`src/rtl/sonic_tx_arbiter.sv`:
```
// sonic_tx_arbiter: round-robin arbiter for the shared PCIe backend transmit
// interface. Grants one of NUM_REQ clients at a time, keeps the grant across
// back-to-back TLPs of the same client, and inserts a one-cycle RELEASE gap
// before re-arbitrating from the client after the last owner.
// Optional feature: define SONIC_TX_ARB_WATCHDOG_EN to revoke a grant that sits
// in GRANT for WATCHDOG_CYCLES cycles without the client going busy.
module sonic_tx_arbiter #(
    parameter int NUM_REQ         = 4,
    parameter int ID_WIDTH        = 2,
    parameter int WATCHDOG_CYCLES = 1024
) (
    input  logic                clk_in,
    input  logic                reset,
    input  logic                init,
    input  logic [NUM_REQ-1:0]  req_ready,
    input  logic [NUM_REQ-1:0]  req_busy,
    input  logic                tx_ws,
    output logic [NUM_REQ-1:0]  tx_sel,
    output logic [NUM_REQ-1:0]  tx_ready_others,
    output logic [ID_WIDTH-1:0] grant_id,
    output logic                grant_valid,
    output logic [15:0]         grant_count,
    output logic                wd_error
);

    typedef enum logic [1:0] {IDLE, GRANT, BUSY, RELEASE} state_t;

    state_t              state_reg, state_next;
    logic [NUM_REQ-1:0]  tx_sel_reg, tx_sel_next;
    logic [ID_WIDTH-1:0] grant_id_reg, grant_id_next;
    logic [ID_WIDTH-1:0] rr_ptr_reg, rr_ptr_next;
    logic [15:0]         grant_count_reg, grant_count_next;
    logic                pick_found;
    logic [ID_WIDTH-1:0] pick_id;
    logic                cur_ready, cur_busy;
    logic                wd_timeout;

    // Ready/busy of the client currently holding (or last holding) the grant.
    assign cur_ready = req_ready[grant_id_reg];
    assign cur_busy  = req_busy[grant_id_reg];

    // First ready client at or after rr_ptr, wrapping; the lowest offset wins.
    always_comb begin
        int idx;
        pick_found = 1'b0;
        pick_id    = '0;
        idx        = 0;
        for (int k = NUM_REQ - 1; k >= 0; k--) begin
            idx = int'(rr_ptr_reg) + k;
            if (idx >= NUM_REQ) idx = idx - NUM_REQ;
            if (req_ready[idx]) begin
                pick_found = 1'b1;
                pick_id    = ID_WIDTH'(idx);
            end
        end
    end

`ifdef SONIC_TX_ARB_WATCHDOG_EN
    logic [31:0] wd_cnt_reg;
    logic        wd_error_reg;

    // Fires on the cycle that would otherwise be the WATCHDOG_CYCLES-th idle GRANT cycle.
    assign wd_timeout = (state_reg == GRANT) && cur_ready && !cur_busy &&
                        (wd_cnt_reg == 32'(WATCHDOG_CYCLES - 1));

    // Idle-grant counter, cleared on every entry to GRANT; sticky error flag.
    always_ff @(posedge clk_in or posedge reset) begin
        if (reset) begin
            wd_cnt_reg   <= '0;
            wd_error_reg <= 1'b0;
        end else if (init) begin
            wd_cnt_reg   <= '0;
            wd_error_reg <= 1'b0;
        end else begin
            if (state_next == GRANT && state_reg != GRANT)
                wd_cnt_reg <= '0;
            else if (state_reg == GRANT)
                wd_cnt_reg <= wd_cnt_reg + 32'd1;
            if (wd_timeout)
                wd_error_reg <= 1'b1;
        end
    end

    assign wd_error = wd_error_reg;
`else
    assign wd_timeout = 1'b0;
    assign wd_error   = 1'b0;
`endif

    // Next-state and next-output logic of the grant FSM.
    always_comb begin
        state_next       = state_reg;
        tx_sel_next      = tx_sel_reg;
        grant_id_next    = grant_id_reg;
        rr_ptr_next      = rr_ptr_reg;
        grant_count_next = grant_count_reg;
        case (state_reg)
            IDLE: begin
                if (pick_found && !tx_ws) begin
                    state_next       = GRANT;
                    tx_sel_next      = NUM_REQ'(1) << pick_id;
                    grant_id_next    = pick_id;
                    grant_count_next = grant_count_reg + 16'd1;
                end
            end
            GRANT: begin
                if (cur_busy) begin
                    state_next = BUSY;
                end else if (!cur_ready || wd_timeout) begin
                    state_next  = RELEASE;
                    tx_sel_next = '0;
                end
            end
            BUSY: begin
                if (!cur_busy) begin
                    if (cur_ready) begin
                        state_next = GRANT;
                    end else begin
                        state_next  = RELEASE;
                        tx_sel_next = '0;
                    end
                end
            end
            RELEASE: begin
                state_next = IDLE;
                if (grant_id_reg == ID_WIDTH'(NUM_REQ - 1))
                    rr_ptr_next = '0;
                else
                    rr_ptr_next = grant_id_reg + 1'b1;
            end
            default: begin
                state_next  = IDLE;
                tx_sel_next = '0;
            end
        endcase
    end

    // State and output registers; init is a synchronous clear above all transitions.
    always_ff @(posedge clk_in or posedge reset) begin
        if (reset) begin
            state_reg       <= IDLE;
            tx_sel_reg      <= '0;
            grant_id_reg    <= '0;
            rr_ptr_reg      <= '0;
            grant_count_reg <= '0;
        end else if (init) begin
            state_reg       <= IDLE;
            tx_sel_reg      <= '0;
            grant_id_reg    <= '0;
            rr_ptr_reg      <= '0;
            grant_count_reg <= '0;
        end else begin
            state_reg       <= state_next;
            tx_sel_reg      <= tx_sel_next;
            grant_id_reg    <= grant_id_next;
            rr_ptr_reg      <= rr_ptr_next;
            grant_count_reg <= grant_count_next;
        end
    end

    // A client may start only while it holds the grant and nobody else is busy.
    genvar gi;
    generate
        for (gi = 0; gi < NUM_REQ; gi++) begin : g_others
            assign tx_ready_others[gi] = ~tx_sel_reg[gi] |
                                         (|(req_busy & ~(NUM_REQ'(1) << gi)));
        end
    endgenerate

    assign tx_sel      = tx_sel_reg;
    assign grant_id    = grant_id_reg;
    assign grant_valid = (state_reg == GRANT) || (state_reg == BUSY);
    assign grant_count = grant_count_reg;

endmodule

```
`config.mk`:
```
export PLATFORM = sky130hd
export DESIGN_NAME = sonic_tx_arbiter
export DESIGN_NICKNAME = d
export VERILOG_FILES = /design/src/rtl/sonic_tx_arbiter.sv
export SDC_FILE = /design/constraint.sdc
export NUM_CORES = 1
export LEC_CHECK = 0
export CORE_AREA = 2 2 56 69
export CTS_CLUSTER_SIZE = 20
export DETAILED_ROUTE_END_ITERATION = 10
export DIE_AREA = 0 0 58 71
export PLACE_DENSITY = 0.76
export SLEW_MARGIN = 10
export SYNTH_ARGS = -nofsm -noshare
export SYNTH_HDL_FRONTEND = slang
export SYNTH_SLANG_ARGS = --single-unit
```
`constraint.sdc`:
```
create_clock -name clk_in -period 2.28 [get_ports clk_in]
set_input_delay 0.684 -clock clk_in [delete_from_list [all_inputs] [get_ports clk_in]]
set_output_delay 0.684 -clock clk_in [all_outputs]
set_load 0.02 [all_outputs]
```
==> results of run 1 <==
-- through the flow --
step	TNS, ns	utilization
6_report	0	0.6580
5_1_grt	0	0.6580
4_1_cts	0	0.6541
3_5_place_dp	-8.086	0.6279
3_3_place_gp	-6.990	0.6279
2_1_floorplan	0	-
-- cells by family (layout without fill, tap and decap cells) --
kind of cell	count (synthesis)	after routing	synth area share
adder cells (fa/ha/maj)	6	6	0.04605
multiplexers	7	7	0.05986
buffers and inverters	13	71	0.03223
AO/OA/AOI/OAI	49	49	0.2026
AND/OR/NAND/NOR	69	69	0.2418
flip-flops	26	26	0.3991
other	1	1	0.002300
XOR/XNOR	3	3	0.01612
-- critical path, stage by stage --
cell and delay [ns]:
dlygate4sd2_1 0.26, mux4_2 0.50, buf_4 0.16, a221o_2 0.33, a221oi_1 0.38, o31ai_1 0.12
-- worst paths after layout --
path                                 from               to  slack [ns]  cells after the start
setup / recovery              req_busy[3]     state_reg[1]       0.008                      6
hold / removal             grant_count[1]   grant_count[1]        0.58                      2
setup reg to reg             state_reg[0]  grant_count[15]        0.07                      6
hold reg to reg            grant_count[1]   grant_count[1]        0.58                      2
max in group asynchronous           reset   grant_count[1]        1.27                      3
min in group asynchronous           reset    rr_ptr_reg[0]        0.77                      3
-- cells in the mapped netlist (all sizes together) (2+ instances only) --
cell type / n
mux2: 2
dfrtp: 26
clkbuf: 3
nand3b: 4
or2: 3
o41ai: 6
nand2b: 2
and2: 5
or3: 8
xor2: 2
a21oi: 16
o311ai: 5
mux2i: 3
o21ai: 8
o21a: 2
nand2: 9
nor2: 13
buf: 2
o31ai: 6
mux4: 2
ha: 6
nand4: 6
inv: 8
nand3: 4
or4: 7
nor3: 3
-- area by class of cell --
| cell class | count | area (µm²) | area share |
|---|---|---|---|
| clock buffers | 3 | 41.29 | 0.01801 |
| well taps | 39 | 48.80 | 0.02129 |
| repair buffers | 59 | 509.2 | 0.2222 |
| flip-flops and latches | 26 | 650.6 | 0.2838 |
| multi-input cells | 135 | 982.2 | 0.4285 |
| clock inverters | 1 | 30.03 | 0.01310 |
| inverters | 8 | 30.03 | 0.01310 |
-- per-layer routing --
| layer | share of wire | vias to the layer above | track usage |
|---|---|---|---|
| met5 | 0 | - | 0 |
| li1 | - | 780 | - |
| met3 | 0.040 | 8 | 0.02559 |
| met2 | 0.52 | 56 | 0.4369 |
| met1 | 0.42 | 790 | 0.2954 |
| met4 | 0.016 | 0 | 0.09561 |
-- power by group --
group	switching, µW	internal (µW)
combinational	395	310
sequential	54.2	503
clock	153	235
-- timing repair --
action                     4_1_cts  5_1_grt
setup endpoints to repair       18        8
pin swaps                        4        1
gates cloned                     0        0
resized for setup               31        8
hold buffers                     0        0
setup buffers                    1        0
==> impl_metrics.ini, run 1 <==
[status]
run_status = finished clean

[power_and_ir_drop]
power_density_mw_per_mm2 = 720.1
vdd.ir_drop.worst_v = 0.0007597
static-leakage-power_uw = 0.0009704
report.power.total_uw = 1651

[synthesis]
post_synth_num_cell_types = 42
synthesis.nets = 192
seq_area_frac_synth = 0.3991
synth_largest_area_cell = dfrtp_1
synth_flop_cell = dfrtp_1
synth-async-reset-ratio = 1.000
synthesis.area_mm2 = 0.001630
netlist_instances = 174
synth-edff-count = 0
synthesis.area_per_instance_um2 = 9.370
ys_top_cells_by_area = dfrtp_1 40%, a21oi_1 4.9%, ha_1 4.6%
ys.warnings.count = 0
synth-seq-cells = 26
netlist.area_leader.share = 0.3991

[floorplanning]
fp.dieH_um = 71
die_area_mm2 = 0.004118
io_pins = 40
std_cell_rows = 24
placeableCoreArea_mm2 = 0.003483
starting_density_of_the_core = 0.4680
die_w_um = 58

[timing]
clock.fmax_ghz = 0.4401
max_slew.worst_pin.slew_ns = 0.6151
finalHoldViolCount = 0
final_max_slew_viols = 0
min_period_ns = 2.272
finalClockSkew_ns = 0.004467
final.hold.worst_slack_ns = 0.5799
finalSetupViolations = 0
postLayoutSetupSlackWorst_ns = 0.007558
finalCritPeriodShare = 0.9967
rsz_0062_raised_after_global_routing = no
relSlewSlack = 0.5868

[cells_and_area]
mostFrequentLayoutCell = dfrtp_1
finalNetCount = 251
final_layout_size_suffix_gt1_frac = 0.2155
most-common-layout-cells = 26 x dfrtp_1, 25 x clkdlybuf4s50_1, 21 x buf_4
largest_register_ffs = 16
nFillCells = 284
n_antenna_cell = 0
stdcell_count = 271
areaGrowthSynthToFinish_pct = 40.60
post-route-cell-area_mm2 = 0.002292

[placement]
postPlaceCellArea_mm2 = 0.002187
gp_routability_congestion = 0.9857
placed_cells = 266
post-place-ws_ns = -0.4902
buffer_ports.inserted = 38
detailedPlacementHpwl_mm = 3.414

[detailed_routing]
number_of_antenna_violating_nets_in_the_routed_design = 0
first_pass_iters = 4
drt_iter0_markers = 52
wirelength_mm = 4.612
routedWlPerCell_um = 17.02
vias = 1634
viasPerCell = 6.030
final_routed_drc_violation_total = 0

[clocking]
cts_inserted_buffers = 3
cts_num_sinks = 26
cts-htree-levels = 1
clock_tree.buffer_depth = 2
path_clk_slew_ns = 0.10
master_cell_of_the_clock_root_buffer = clkbuf_8
cts_tree = yes
clk_latency_ns = 0.27

[setup_path]
kind_of_end_point_of_the_critical_path = register
crit_type = input port to register
crit_path_start_kind = input port
critical_path_required_ns = 2.44
crit_path_max_fanout = 4
timing.critical_path.arrival_ns = 2.43

[global_routing]
first_pass_grt_wire_length_mm = 7.845
grt_pass1_vias = 1718
grt_max_degree = 27
global_route.overflow_total = 0
antenna_found_initial = 0
global_route_usage_over_all_layers = 0.2444

[hold_path]
hold_path.class = register to register

[job]
maxCapViolations = 0
(Power assumes the default switching activity.)
==> inputs of run 2 (changes only) <==
Settings changed: RECOVER_POWER set to 50.
==> run 2 against run 1 <==
  * Final cell count did not move
  * Setup slack got worse by 0.0021 ns
  * Fmax barely moved
  * Critical path depth did not move
  * Power fell by 0.65%
  * Design area fell by 0.27%
  * Clock power barely moved
  * Highest routed layer unchanged
==> impl_metrics.ini, run 2 (synthesized netlist as in run 1, its figures left out) <==
[floorplanning]
die_area_mm2 = 0.004118
io_pins = 40
std_cell_rows = 24
fp.dieH_um = 71
die_w_um = 58
placeableCoreArea_mm2 = 0.003483
starting_density_of_the_core = 0.4680

[setup_path]
crit_path_start_kind = input port
timing.critical_path.arrival_ns = 2.43
timing.critical_path.slowest_stage_cell = mux4_2
critical_path_required_ns = 2.43
kind_of_end_point_of_the_critical_path = register
critical_path.cell_chain = dlygate4sd2_1 > mux4_2 > buf_4 > a221o_2 > a221oi_1 > o31ai_1
critical_path_buf_inv_count = 2
crit_start = req_busy[3]
crit_type = input port to register
crit_path_max_fanout = 4
critical_path.reg2reg.startpoint = state_reg[0]
cpLargestDelayFamily = compound AO/OA/AOI/OAI gates
slowest_delay_ns = 0.50

[status]
run_status = finished clean

[timing]
postLayoutSetupSlackWorst_ns = 0.005429
relSlewSlack = 0.5669
final_max_slew_viols = 0
final.hold.worst_slack_ns = 0.5829
max_slew.worst_pin.slew_ns = 0.6496
finalClockSkew_ns = 0.002540
clock.fmax_ghz = 0.4396
finalSetupViolations = 0
rsz_0062_raised_after_global_routing = no
min_period_ns = 2.275
finalCritPeriodShare = 0.9976
finalHoldViolCount = 0

[detailed_routing]
final_routed_drc_violation_total = 0
wirelength_mm = 4.602
vias = 1638
number_of_antenna_violating_nets_in_the_routed_design = 0
drt_iter0_markers = 53
viasPerCell = 6.044
routedWlPerCell_um = 16.98
first_pass_iters = 4

[cells_and_area]
nFillCells = 285
n_antenna_cell = 0
final_layout_size_suffix_gt1_frac = 0.2112
post-route-cell-area_mm2 = 0.002286
largest_register_ffs = 16
finalNetCount = 251
multi_input_area_um2 = 982.2
areaGrowthSynthToFinish_pct = 40.21
seq_area_um2 = 650.6
mostFrequentLayoutCell = dfrtp_1
postLayoutCoreUtil = 0.6563
most-common-layout-cells = 26 x dfrtp_1, 19 x buf_4, 17 x clkdlybuf4s50_1

[global_routing]
first_pass_grt_wire_length_mm = 7.845
antenna_found_initial = 0
global_route_usage_over_all_layers = 0.2444
grt_max_degree = 27
grt_pass1_vias = 1718
global_route.overflow_total = 0

[clocking]
cts-htree-levels = 1
cts_tree = yes
path_clk_slew_ns = 0.09
cts_hold_fix_bufs = 0
cts_num_sinks = 26
clk_latency_ns = 0.27
clock_tree.buffer_depth = 2
cts_inserted_buffers = 3
master_cell_of_the_clock_root_buffer = clkbuf_8

[placement]
post-place-ws_ns = -0.4902
gp_routability_congestion = 0.9857
buffer_ports.inserted = 38
postPlaceCellArea_mm2 = 0.002187
detailedPlacementHpwl_mm = 3.414

[power_and_ir_drop]
pint_uw = 1040
switching_share = 0.3659
comb_power_share = 0.425
clock_power_share = 0.236
static-leakage-power_uw = 0.0009856
power_density_mw_per_mm2 = 717.4
vdd.ir_drop.worst_v = 0.0007489
p_seq_frac = 0.339
total_switching_power_uw = 600.1

[hold_path]
hold_path.class = register to register
hold_path_startpoint = grant_count[1]

[job]
maxCapViolations = 0
-- run 2: power groups by stage --
stage / clock network [µW] / registers (µW) / logic [µW]
6_report: 387 / 557 / 696
5_1_grt: 416 / 563 / 755
4_1_cts: 389 / 555 / 675
3_5_place_dp: 0 / 564 / 651
3_3_place_gp: 0 / 559 / 622
2_1_floorplan: 0 / 587 / 340
-- run 2: stage by stage --
stage          power, µW  TNS [ns]  cells
3_3_place_gp        1181    -6.990    266
5_1_grt             1734         0    271
6_report            1640         0    271
4_1_cts             1619         0    271
2_1_floorplan      927.0         0    174
3_5_place_dp        1215    -8.086    266
-- run 2: path summary, 6_finish.rpt --
check | endpoint | slack, ns | depth (start not counted)
max reg2reg | grant_count[15] | 0.08 | 6
min reg2reg | grant_count[1] | 0.58 | 2
min in group asynchronous | rr_ptr_reg[0] | 1.02 | 3
max | state_reg[1] | 0.005 | 6
max in group asynchronous | grant_count[15] | 0.84 | 3
min | grant_count[1] | 0.58 | 2
-- run 2: cell type report --
class | instances | share of cell area
Timing Repair Buffer | 59 | 0.2200
Clock inverter | 1 | 0.01314
Tap cell | 39 | 0.02135
Clock buffer | 3 | 0.01806
Multi-Input combinational cell | 135 | 0.4297
Sequential cell | 26 | 0.2846
Inverter | 8 | 0.01314
-- run 2: tightest hold or removal path: cells and delay by family, from the launching register on --
family           cells  cell delay [ns]
flip-flops           1             0.42
AO/OA/AOI/OAI        1             0.06
AND/OR/NAND/NOR      1             0.07
-- run 2: timing repair --
action,CTS,global route
endpoints found under the setup margin,18,8
setup buffers,1,0
hold endpoints to repair,0,0
resized for setup,31,8
pin swaps,4,1
-- run 2: metal layers --
metal / global-route usage / up-vias / wire length, µm
met5: 0 / - / 0
met4: 0.09561 / 0 / 74
met3: 0.02559 / 8 / 204
met2: 0.4369 / 64 / 2415
met1: 0.2954 / 785 / 1907
li1: - / 781 / -
==> inputs of run 3 (changes only) <==
Settings changed: SETUP_SLACK_MARGIN set to 0.4.
==> run 3 against run 2 <==
  * Die area unchanged
  * Combinational power up 28%
  * Clock-buffer cell count up 1
  * Setup slack better by 0.25 ns
  * Sequential share of layout area down 2.0 points
  * Sequential cell count unchanged
  * Highest routed layer unchanged
==> impl_metrics.ini, run 3 (synthesized netlist as in run 1, its figures left out) <==
[status]
run_status = finished clean

[timing]
final_max_slew_viols = 0
max_slew.worst_pin.slew_ns = 0.7081
finalHoldViolCount = 0
clock.fmax_ghz = 0.4928
totalNegativeSetupSlack_ns = 0
finalSetupViolations = 0
relSlewSlack = 0.5236
finalCritPeriodShare = 0.8900
final.hold.worst_slack_ns = 0.5663
min_period_ns = 2.029
finalClockSkew_ns = 0.005920
rsz_0062_raised_after_global_routing = yes

[cells_and_area]
most-common-layout-cells = 25 x dfrtp_1, 25 x buf_4, 20 x dlygate4sd2_1
n_antenna_cell = 0
finalNetCount = 264
stdcell_count = 284
largest_register_ffs = 16
nFillCells = 253
final_layout_size_suffix_gt1_frac = 0.3837
areaGrowthSynthToFinish_pct = 51.11

[detailed_routing]
number_of_antenna_violating_nets_in_the_routed_design = 0
drt_iter0_markers = 69
final_routed_drc_violation_total = 0
vias = 1745
viasPerCell = 6.144
routedWlPerCell_um = 17.71
first_pass_iters = 4
wirelength_mm = 5.029

[clocking]
clock_tree.buffer_depth = 2
cts_hold_fix_bufs = 0
master_cell_of_the_clock_root_buffer = clkbuf_8
clk_latency_ns = 0.28
cts_inserted_buffers = 3
path_clk_slew_ns = 0.08
cts_num_sinks = 26
cts_tree = yes
cts-htree-levels = 1

[placement]
placed_cells = 266
buffer_ports.inserted = 38
gp_routability_congestion = 0.8692
detailedPlacementHpwl_mm = 3.449

[global_routing]
antenna_found_initial = 0
global_route.overflow_total = 0
grt_max_degree = 27
global_route_usage_over_all_layers = 0.2601
grt_pass1_vias = 1819
first_pass_grt_wire_length_mm = 8.342

[floorplanning]
die_w_um = 58
starting_density_of_the_core = 0.4680
std_cell_rows = 24
io_pins = 40
fp.dieH_um = 71
placeableCoreArea_mm2 = 0.003483
die_area_mm2 = 0.004118

[setup_path]
critical_path.cell_chain = clkbuf_1 > mux4_2 > o21a_1 > or3_4 > o41ai_2
kind_of_end_point_of_the_critical_path = register
critical_path_required_ns = 2.45
crit_path_max_fanout = 4
timing.critical_path.slowest_stage_cell = mux4_2
crit_path_start_kind = input port
timing.critical_path.arrival_ns = 2.20
slowest_delay_ns = 0.48
crit_type = input port to register

[power_and_ir_drop]
power_density_mw_per_mm2 = 706.5
vdd.ir_drop.worst_v = 0.0004366
static-leakage-power_uw = 0.001140

[hold_path]
hold_path.class = register to register

[job]
maxCapViolations = 0
[run 3: final timing paths]
| path | cells past startpoint | endpoint | slack [ns] | start |
|---|---|---|---|---|
| setup / recovery | 5 | tx_sel[1] | 0.25 | req_ready[1] |
| hold / removal | 2 | grant_count[15] | 0.57 | grant_count[15] |
| setup reg to reg | 5 | state_reg[1] | 0.32 | grant_id[0] |
| hold reg to reg | 2 | grant_count[15] | 0.57 | grant_count[15] |
| max in group asynchronous | 3 | grant_count[2] | 0.82 | reset |
| min in group asynchronous | 3 | rr_ptr_reg[0] | 1.00 | reset |
[run 3: timing repair]
action / 4_1_cts / 5_1_grt
setup endpoints to repair: 51 / 22
gates cloned: 2 / 0
setup buffers: 6 / 6
pin swaps: 13 / 15
resized for setup: 92 / 40
[run 3: critical path, delay by kind of cell]
family,cells,cell delay (ns)
buffers and inverters,1,0.12
AO/OA/AOI/OAI,2,0.54
multiplexers,1,0.48
AND/OR/NAND/NOR,1,0.38
[run 3: final cells by class]
class | count | area, µm² | share of cell area
clock buffers | 4 | 55.05 | 0.02235
inverters | 8 | 32.53 | 0.01320
multi-input cells | 136 | 1089 | 0.4418
flip-flops and latches | 26 | 651.9 | 0.2646
well taps | 39 | 48.80 | 0.01981
repair buffers | 71 | 586.8 | 0.2382
[run 3: power breakdown]
group | total [µW] | internal [µW] | switching [µW]
Combinational | 888 | 415 | 473
Sequential | 549 | 503 | 46.1
Clock | 303 | 155 | 148
Total | 1740 | 1070 | 668
[run 3: through the flow]
step	instance area [µm²]	util	total power (µW)	worst slack, ns
after floorplan	1697	-	990.0	0.1588
after global placement	2233	0.6412	1220	-0.3252
after detailed placement	2233	0.6412	1247	-0.4042
after CTS	2340	0.6717	1603	0.2208
after global routing	2464	0.7073	1836	0.2045
final	2464	0.7073	1740	0.2508
[run 3: routing by layer]
layer,global-route usage,vias to the layer above,part of all wire
li1,-,816,-
met1,0.2984,850,0.40
met2,0.4571,61,0.52
met3,0.04022,18,0.042
met4,0.1344,0,0.038
met5,0,-,0
